==> config.mk <==
export PLATFORM = sky130hd
export DESIGN_NAME = gold_ring_router
export DESIGN_NICKNAME = d
export VERILOG_FILES = /design/src/rtl/gold_ring_router_pkg.sv /design/src/rtl/gold_ring_router_rr_arb2.sv /design/src/rtl/gold_ring_router.sv
export SDC_FILE = /design/constraint.sdc
export NUM_CORES = 2
export LEC_CHECK = 0
export CAP_MARGIN = 20
export CORE_ASPECT_RATIO = 0.8
export CORE_MARGIN = 2
export CORE_UTILIZATION = 25
export CTS_BUF_LIST = sky130_fd_sc_hd__clkbuf_4
export DETAILED_ROUTE_END_ITERATION = 12
export PLACE_DENSITY_LB_ADDON = 0.12
export SYNTH_ARGS = -nofsm -noshare
export SYNTH_HDL_FRONTEND = slang
export SYNTH_SLANG_ARGS = --single-unit
export TNS_END_PERCENT = 10
==> constraint.sdc <==
create_clock -name clk -period 2.9 [get_ports clk]
set_clock_uncertainty 0.15 [all_clocks]
set_input_delay 0.435 -clock clk [delete_from_list [all_inputs] [get_ports clk]]
set_output_delay 0.435 -clock clk [all_outputs]
set_load 0.1 [all_outputs]
==> src/rtl/gold_ring_router_pkg.sv <==
// Shared definitions for the gold ring router: packet layout, port indices and
// the hop-count update applied to packets that keep travelling around the ring.
package gold_ring_router_pkg;

    localparam int unsigned PAC_WIDTH = 64;

    // Packet field positions (fixed for a 64-bit packet)
    localparam int unsigned VC_BIT  = 63;
    localparam int unsigned DIR_BIT = 62;
    localparam int unsigned HOP_HI  = 55;
    localparam int unsigned HOP_LO  = 48;

    localparam int unsigned NUM_PORTS = 3;
    localparam int unsigned NUM_VC    = 2;

    typedef logic [1:0] port_idx_t;

    localparam port_idx_t CW  = 2'd0;
    localparam port_idx_t CCW = 2'd1;
    localparam port_idx_t PE  = 2'd2;

    typedef logic [PAC_WIDTH-1:0] pkt_t;

    // One hop consumed: the thermometer-coded hop field loses its top 1.
    // A zero hop field stays zero.
    function automatic pkt_t hop_shift(input pkt_t pkt);
        pkt_t res;
        res                 = pkt;
        res[HOP_HI:HOP_LO]  = {1'b0, pkt[HOP_HI:HOP_LO+1]};
        return res;
    endfunction

endpackage

==> src/rtl/gold_ring_router_rr_arb2.sv <==
// Two-requester round-robin arbiter. Requester 0 has priority out of reset;
// after every grant the pointer moves to the requester that was not granted.
// A grant is only issued when the destination can accept (en).
module gold_ring_router_rr_arb2 (
    input  logic       clk,
    input  logic       reset,
    input  logic       en,
    input  logic [1:0] req,
    output logic [1:0] gnt
);

    logic ptr_q, ptr_d;

    // Grant selection: sole requester wins, the pointer breaks ties
    always_comb begin
        gnt = 2'b00;
        if (en) begin
            if (req[0] && (!req[1] || !ptr_q)) begin
                gnt = 2'b01;
            end else if (req[1]) begin
                gnt = 2'b10;
            end
        end
    end

    // Pointer update: favour the other requester next time
    always_comb begin
        ptr_d = ptr_q;
        if (gnt[0]) begin
            ptr_d = 1'b1;
        end else if (gnt[1]) begin
            ptr_d = 1'b0;
        end
    end

    // Pointer register
    always_ff @(posedge clk) begin
        if (reset) begin
            ptr_q <= 1'b0;
        end else begin
            ptr_q <= ptr_d;
        end
    end

endmodule

==> src/rtl/gold_ring_router.sv <==
// Three-port bidirectional ring router node (cw link, ccw link, local PE).
// Two virtual channels are time-multiplexed by the global polarity signal: the
// link VC (= polarity) is captured from inputs and sent on outputs, while the
// internal VC (= ~polarity) is moved from input buffers to output buffers.
// Because the two VCs never coincide, no buffer is read and written in the
// same cycle.
module gold_ring_router
    import gold_ring_router_pkg::*;
(
    input  logic                 clk,
    input  logic                 reset,
    input  logic                 polarity,

    input  logic                 cwsi,
    output logic                 cwri,
    input  logic [PAC_WIDTH-1:0] cwdi,
    input  logic                 ccwsi,
    output logic                 ccwri,
    input  logic [PAC_WIDTH-1:0] ccwdi,
    input  logic                 pesi,
    output logic                 peri,
    input  logic [PAC_WIDTH-1:0] pedi,

    output logic                 cwso,
    input  logic                 cwro,
    output logic [PAC_WIDTH-1:0] cwdo,
    output logic                 ccwso,
    input  logic                 ccwro,
    output logic [PAC_WIDTH-1:0] ccwdo,
    output logic                 peso,
    input  logic                 pero,
    output logic [PAC_WIDTH-1:0] pedo
);

    // One-entry buffers per port and VC
    logic [NUM_PORTS-1:0][NUM_VC-1:0]                ib_full_q, ib_full_d;
    logic [NUM_PORTS-1:0][NUM_VC-1:0][PAC_WIDTH-1:0] ib_data_q, ib_data_d;
    logic [NUM_PORTS-1:0][NUM_VC-1:0]                ob_full_q, ob_full_d;
    logic [NUM_PORTS-1:0][NUM_VC-1:0][PAC_WIDTH-1:0] ob_data_q, ob_data_d;

    logic lnk;
    logic ivc;

    assign lnk = polarity;
    assign ivc = ~polarity;

    // Internal-VC view of the input buffers
    pkt_t cw_pkt, ccw_pkt, pe_pkt;

    assign cw_pkt  = ib_data_q[CW][ivc];
    assign ccw_pkt = ib_data_q[CCW][ivc];
    assign pe_pkt  = ib_data_q[PE][ivc];

    // Route decode: ring packets with hops left keep going, otherwise eject.
    // PE packets are steered by dir and never eject locally.
    logic cw_fwd, cw_ej, ccw_fwd, ccw_ej, pe_to_cw, pe_to_ccw;

    assign cw_fwd    = ib_full_q[CW][ivc]  &  cw_pkt[HOP_LO];
    assign cw_ej     = ib_full_q[CW][ivc]  & ~cw_pkt[HOP_LO];
    assign ccw_fwd   = ib_full_q[CCW][ivc] &  ccw_pkt[HOP_LO];
    assign ccw_ej    = ib_full_q[CCW][ivc] & ~ccw_pkt[HOP_LO];
    assign pe_to_cw  = ib_full_q[PE][ivc]  & ~pe_pkt[DIR_BIT];
    assign pe_to_ccw = ib_full_q[PE][ivc]  &  pe_pkt[DIR_BIT];

    // Per-output arbitration; requester 0 is the reset-priority input
    logic [1:0] gnt_cw, gnt_ccw, gnt_pe;

    gold_ring_router_rr_arb2 u_arb_cw (
        .clk   (clk),
        .reset (reset),
        .en    (~ob_full_q[CW][ivc]),
        .req   ({pe_to_cw, cw_fwd}),
        .gnt   (gnt_cw)
    );

    gold_ring_router_rr_arb2 u_arb_ccw (
        .clk   (clk),
        .reset (reset),
        .en    (~ob_full_q[CCW][ivc]),
        .req   ({pe_to_ccw, ccw_fwd}),
        .gnt   (gnt_ccw)
    );

    gold_ring_router_rr_arb2 u_arb_pe (
        .clk   (clk),
        .reset (reset),
        .en    (~ob_full_q[PE][ivc]),
        .req   ({ccw_ej, cw_ej}),
        .gnt   (gnt_pe)
    );

    // Packets moving into each output buffer and input buffers being drained
    pkt_t                 mv_cw, mv_ccw, mv_pe;
    logic [NUM_PORTS-1:0] ib_take;

    // Select the granted packet per output and flag the drained inputs
    always_comb begin
        mv_cw        = gnt_cw[0]  ? hop_shift(cw_pkt)  : hop_shift(pe_pkt);
        mv_ccw       = gnt_ccw[0] ? hop_shift(ccw_pkt) : hop_shift(pe_pkt);
        // Ejected packets already have an empty hop field
        mv_pe        = gnt_pe[0]  ? cw_pkt : ccw_pkt;
        ib_take      = '0;
        ib_take[CW]  = gnt_cw[0]  | gnt_pe[0];
        ib_take[CCW] = gnt_ccw[0] | gnt_pe[1];
        ib_take[PE]  = gnt_cw[1]  | gnt_ccw[1];
    end

    // Buffer next state: link-VC capture and send, internal-VC transfer
    always_comb begin
        ib_full_d = ib_full_q;
        ib_data_d = ib_data_q;
        ob_full_d = ob_full_q;
        ob_data_d = ob_data_q;

        // Capture into the link-VC input buffers
        if (cwsi && !ib_full_q[CW][lnk]) begin
            ib_full_d[CW][lnk] = 1'b1;
            ib_data_d[CW][lnk] = cwdi;
        end
        if (ccwsi && !ib_full_q[CCW][lnk]) begin
            ib_full_d[CCW][lnk] = 1'b1;
            ib_data_d[CCW][lnk] = ccwdi;
        end
        if (pesi && !ib_full_q[PE][lnk]) begin
            ib_full_d[PE][lnk] = 1'b1;
            ib_data_d[PE][lnk] = pedi;
        end

        // Internal-VC move from input to output buffers
        if (ib_take[CW]) begin
            ib_full_d[CW][ivc] = 1'b0;
        end
        if (ib_take[CCW]) begin
            ib_full_d[CCW][ivc] = 1'b0;
        end
        if (ib_take[PE]) begin
            ib_full_d[PE][ivc] = 1'b0;
        end
        if (|gnt_cw) begin
            ob_full_d[CW][ivc] = 1'b1;
            ob_data_d[CW][ivc] = mv_cw;
        end
        if (|gnt_ccw) begin
            ob_full_d[CCW][ivc] = 1'b1;
            ob_data_d[CCW][ivc] = mv_ccw;
        end
        if (|gnt_pe) begin
            ob_full_d[PE][ivc] = 1'b1;
            ob_data_d[PE][ivc] = mv_pe;
        end

        // Send from the link-VC output buffers; data is left in place
        if (ob_full_q[CW][lnk] && cwro) begin
            ob_full_d[CW][lnk] = 1'b0;
        end
        if (ob_full_q[CCW][lnk] && ccwro) begin
            ob_full_d[CCW][lnk] = 1'b0;
        end
        if (ob_full_q[PE][lnk] && pero) begin
            ob_full_d[PE][lnk] = 1'b0;
        end
    end

    // Buffer registers; reset discards every buffered packet
    always_ff @(posedge clk) begin
        if (reset) begin
            ib_full_q <= '0;
            ib_data_q <= '0;
            ob_full_q <= '0;
            ob_data_q <= '0;
        end else begin
            ib_full_q <= ib_full_d;
            ib_data_q <= ib_data_d;
            ob_full_q <= ob_full_d;
            ob_data_q <= ob_data_d;
        end
    end

    // Link-side handshake outputs
    assign cwri  = ~ib_full_q[CW][lnk];
    assign ccwri = ~ib_full_q[CCW][lnk];
    assign peri  = ~ib_full_q[PE][lnk];

    assign cwso  = ob_full_q[CW][lnk];
    assign ccwso = ob_full_q[CCW][lnk];
    assign peso  = ob_full_q[PE][lnk];

    assign cwdo  = ob_data_q[CW][lnk];
    assign ccwdo = ob_data_q[CCW][lnk];
    assign pedo  = ob_data_q[PE][lnk];

endmodule

### After elaboration in Yosys (flattened, before gate mapping)

Cells that the tools add are included.

| operators by class | value |
|---|---|
| magnitude comparators | 4 |
| mux-type cells | 80 |
| bitwise operators | 30 |
| reductions and logical operators | 29 |

Operators by type and width:

| operator | number |
|---|---|
| $mux 64 | 17 |
| $bwmux 128 | 6 |
| $demux 64 s1 | 2 |
| $mux 2 | 21 |
| $mux 1 | 32 |
| $and 2x2->2 | 6 |
| $or 2x2->2 | 6 |
| $logic_and 1x1->1 | 11 |
| $logic_not 1->1 | 9 |
| $not 1->1 | 7 |
| $and 1x1->1 | 6 |
| $reduce_bool 2->1 | 3 |
| $reduce_or 2->1 | 3 |
| $lt 1x2->1 const B | 2 |
| $not 2->2 | 2 |
| $logic_or 1x1->1 | 3 |
| $or 1x1->1 | 3 |
| $demux 1 s1 | 2 |
| $ge 1x1->1 const B | 2 |

| word-level totals | value |
|---|---|
| register bits | 783 |
| output and inout port bits | 198 |

### Depth between registers and ports, before layout

| depth | value |
|---|---|
| depth after elaboration | 14 |
| depth in mapped cells | 9 |

### Modules after synthesis

Synthesis repeated with hierarchy kept, for this count alone.

| second synthesis, totals | value |
|---|---|
| cells, all modules | 3518 |
| area, all modules | 36934.2 sq um |

By module, submodules not included:

| module | times used | cells an instance | area each (sq um) | seq. area each (sq um) |
|---|---|---|---|---|
| gold_ring_router | 1 | 3491 | 36746.5 | 15494.9 |
| gold_ring_router_rr_arb2 | 3 | 9 | 62.6 | 20.0 |

### Worst setup path after synthesis

No wires, ideal clock.

| path | value |
|---|---|
| path kind | input to output |
| from | input polarity |
| to | output ccwri |
| arrival | 3211 ps |
| path slack | -896 ps |
| stages on the path | 7 |
| cells stage by stage | buf_4 -> buf_4 -> buf_2 -> buf_2 -> clkbuf_1 -> buf_2 -> mux2i_1 |

| between the ends | value |
|---|---|
| cells in the longest elaborated chain, start to end | 3 |

RTL lines:

| item | line | text |
|---|---|---|
| from (decl) | gold_ring_router.sv:12 | `input logic polarity,` |
| $mux 1 (not written as such) (2 in a row) | gold_ring_router.sv:181 | `assign ccwri = ~ib_full_q[CCW][lnk];` |
| $not 1->1 | gold_ring_router.sv:181 |  |
| to (decl) | gold_ring_router.sv:18 | `output logic ccwri,` |

Every way passes these cells. The select of a mux whose other input is x is not followed.

### Worst setup path after layout

| path | value |
|---|---|
| from | register ob_full_q[3] (netlist name) |
| to | register ob_data_q[190] (netlist name) |

| between the ends | value |
|---|---|
| cells in the longest elaborated chain, start to end | 5 |
| elaborated cells on any way between the ends | 6 |
| those cells by class | mux (5); reduce/logical (1) |

RTL lines:

| item | line | text |
|---|---|---|
| from (decl) | gold_ring_router.sv:38 | `logic [NUM_PORTS-1:0][NUM_VC-1:0] ob_full_q, ob_full_d;` |
| from (signal assigned) | gold_ring_router.sv:174 | `ob_full_q <= ob_full_d;` |
| $mux 1 (not written as such) (*) (2 in a row) | gold_ring_router.sv:79 | `.en (~ob_full_q[CCW][ivc]),` |
| $mux 2 (*) | gold_ring_router_rr_arb2.sv:17 | `if (en) begin` |
| $mux 64 | gold_ring_router.sv:99 | `mv_ccw = gnt_ccw[0] ? hop_shift(ccw_pkt) : hop_shift(pe_pkt);` |
| $bwmux 128 | gold_ring_router.sv:145 | `ob_data_d[CCW][ivc] = mv_ccw;` |
| to (signal assigned) | gold_ring_router.sv:175 | `ob_data_q <= ob_data_d;` |
| to (decl) | gold_ring_router.sv:39 | `logic [NUM_PORTS-1:0][NUM_VC-1:0][PAC_WIDTH-1:0] ob_data_q, ob_data_d;` |

Every way passes the cells marked *; elsewhere a longest branch is shown, timed or not. The select of a mux whose other input is x is not followed.
A chain may end at the register's enable or synchronous reset.

==> flow_metrics.py <==
metrics = {
    "run_status": {
        "outcome": "completed",
    },
    "hold_path": {
        "hp-class": "in2reg",
        "hold_end": "ob_data_q[126]",
        "holdPathStages": 6,
        "hold_path.startpoint": "polarity",
    },
    "power_and_ir_drop": {
        "p_leak_nw": 18.1,
        "power.density_mw_per_mm2": 547,
        "total_power_mw": 24.7,
        "max-vdd-ir-drop_mv": 0.374,
    },
    "sta": {
        "setup_ws_ns": 0.0922,
        "hold_viol_final": 0,
        "timing.final.crit_share_pct": 96.8,
        "fin_setup_tns_ns": 0,
        "finalSetupViolCount": 0,
        "slew_violations": 0,
        "worstMarginPinSlew_ns": 0.906,
        "fmax_mhz": 356,
        "maxSlewHeadroom_pct": 39.4,
        "finalCriticalPeriod_ns": 2.81,
        "rsz0062_at_grt": "true",
    },
    "logic_synthesis": {
        "synthTopCellsByArea": "dfxtp_1 (49%), mux2i_1 (12%), a22o_1 (11%), nand2_1 (9.2%), mux2_2 (6.9%)",
        "yosys.cell_types.count": 34,
        "ys_seq_area_share_pct": 49.4,
        "ys_warn_count": 0,
        "synth_seq_cells": 777,
        "synth_top_area_share_pct": 49.4,
        "synth_area_per_cell_um2": 9.64,
        "syn_inst": 3265,
        "syn_area_mm2": 0.0315,
        "yosysTopAreaCell": "dfxtp_1",
    },
    "final_layout": {
        "stdcell_area_mm2": 0.0451,
        "final_core_util_pct": 36.1,
        "multiInputGateArea_mm2": 0.0149,
        "seqCellArea_mm2": 0.0156,
        "drive_above_1_share_pct": 21.0,
        "area_delta_synth_final_pct": 43.2,
        "fill_cells": 12632,
        "nets": 4136,
    },
    "drt": {
        "detail_route.wirelength_um": 134000,
        "drt_iter0_drc": 1656,
        "routedWlPerCell_um": 23.3,
        "via_per_inst": 4.73,
        "ant_nets": 0,
        "vias": 27266,
        "drc": 0,
        "drt_pass1_iterations": 5,
    },
    "worst_setup_path": {
        "reg2reg_from": "ob_full_q[3]",
        "required_ns": 3.89,
        "arrival_ns": 3.79,
        "crit_path_end_kind": "register",
        "r2r_cells": 8,
        "cp_max_fo": 16,
        "r2r_slack_ns": 0.09,
        "crit_type": "reg2reg",
        "r2r-end": "ob_data_q[190]",
        "start_kind": "register",
    },
    "clocking": {
        "cts_tree": "done",
        "cts_sinks": 777,
        "clk_path_buf_depth": 3,
        "clockRootBuffer": "clkbuf_4",
        "path_clk_slew_ns": 0.07,
        "insertion_delay_ns": 1.24,
        "htree_levels": 4,
        "numCtsBuffers": 211,
    },
    "die": {
        "initial_core_util_pct": 25.2,
        "fp.dieArea_mm2": 0.129,
        "io_pins": 399,
        "fp.dieW_um": 401,
        "chipHeight_um": 321,
        "coreArea_mm2": 0.125,
        "rows": 116,
    },
    "placement": {
        "gp_congestion": 0.744,
        "placed_cell_area_mm2": 0.0398,
        "pre_cts_ws_ns": 0.276,
        "hpwl_um": 82500,
        "numPortBuffers": 395,
    },
    "global_routing": {
        "grt_pass1_vias": 27087,
        "grt_usage_pct": 20.4,
        "grt_max_degree": 128,
        "grt_pass1_wl_um": 193000,
        "antenna_found_initial": 13,
        "overflow": 0,
    },
    "flow_run": {
        "max_cap_violations": 0,
    },
}
sequential cells by signal, indices dropped and copies added (netlist names):
signal,flops
ib_data_q,382
ob_data_q,380
u_arb_cw.ptr_q,1
u_arb_ccw.ptr_q,1
ib_full_q,6
u_arb_pe.ptr_q,1
ob_full_q,6
worst max path at each step:
stage | endpoint | depth (start not counted) | startpoint
final | ob_data_q[190] | 8 | ob_full_q[3]
after global routing | u_arb_cw.ptr_q | 8 | ob_full_q[1]
after detailed placement | ob_data_q[339] | 7 | polarity
after floorplan | ccwri | 7 | polarity
after CTS | peso | 2 | ob_full_q[4]
after global placement | ob_data_q[275] | 7 | polarity
final cells by class:
cell class                      count  share of cell area (%)
Antenna cell                       10                  0.0555
Inverter                            3                  0.0250
Timing Repair Buffer              731                    21.6
Multi-Input combinational cell   2211                    33.1
Tap cell                         1652                    4.58
Clock buffer                      329                    5.48
Sequential cell                   777                    34.5
Clock inverter                     55                   0.644
where the power goes:
part	internal (mW)	total (mW)	switching (mW)
clock	5.31	10.3	4.96
sequential	11.0	11.2	0.171
combinational	1.27	3.25	1.98
Yosys cell counts:
cell	count
dfxtp_1	777
nand2_1	768
a21oi_1	400
mux2i_1	380
a22o_1	378
mux2_2	193
clkbuf_1	192
buf_2	48
nor2_1	23
buf_4	16
buf_1	13
nand2b_1	10
o21ai_0	10
and2_1	7
buf_6	6
nor3b_1	6
a211oi_1	4
nand3b_1	4
a21o_1	3
a21oi_2	3
a32o_1	3
and3b_1	3
inv_1	3
nor2b_1	3
a32oi_1	2
nand3_1	2
a31oi_1	1
and3_1	1
conb_1	1
o21bai_1	1
o22a_1	1
o22ai_1	1
or2_2	1
or3b_1	1
layout by cell type, fill, tap and decap left out, drive strengths merged, types with 4 or more instances in the layout:
cell / n
a211oi: 4
a21oi: 403
a22o: 378
and2: 7
buf: 290
clkbuf: 329
clkdlybuf4s50: 197
clkinv: 44
dfxtp: 777
diode: 10
dlygate4sd3: 244
inv: 9
mux2: 193
mux2i: 380
nand2: 768
nand2b: 10
nand3b: 4
nor2: 23
nor3b: 6
o21ai: 10
routing by layer:
metal / GRT usage [%] / vias up / wire length (um)
li1: - / 13007 / -
met1: 28.1 / 13270 / 64000
met2: 31.7 / 807 / 59500
met3: 4.86 / 178 / 8400
met4: 5.37 / 4 / 2200
met5: 0 / - / 20
cell families (layout without fill, tap and decap cells):
| logic type | Yosys count | in the layout | synth area share, % |
|---|---|---|---|
| simple gates | 829 | 829 | 10.2 |
| flops | 777 | 777 | 49.4 |
| other cells | 1 | 12 | 0.0119 |
| buf+inv | 278 | 1118 | 3.84 |
| compound gates | 807 | 807 | 17.5 |
| mux | 573 | 573 | 19.0 |
per-stage QoR:
step / instances / hold WS, ns
CTS: 5757 / 0.00267
floorplan: 3266 / 0.274
detailed placement: 5126 / 0.290
global placement: 5126 / 0.288
global route: 5767 / -0.00166
finish: 5768 / 0.0326
critical path: stages (launching register included):
cell           delay, ns
dfxtp_1             0.39
nor2_1              0.06
dlygate4sd3_1       0.58
a32oi_1             0.33
a21oi_4             0.07
buf_12              0.18
mux2i_1             0.13
dlygate4sd3_1       0.58
a22o_1              0.23
repair_timing:
item,4_1_cts,5_1_grt
resized for setup,3,5
hold buffers,247,0
setup endpoints to repair,2,7
setup buffers,0,1
hold endpoints to repair,731,0
Power figures use the tool's default switching activity.
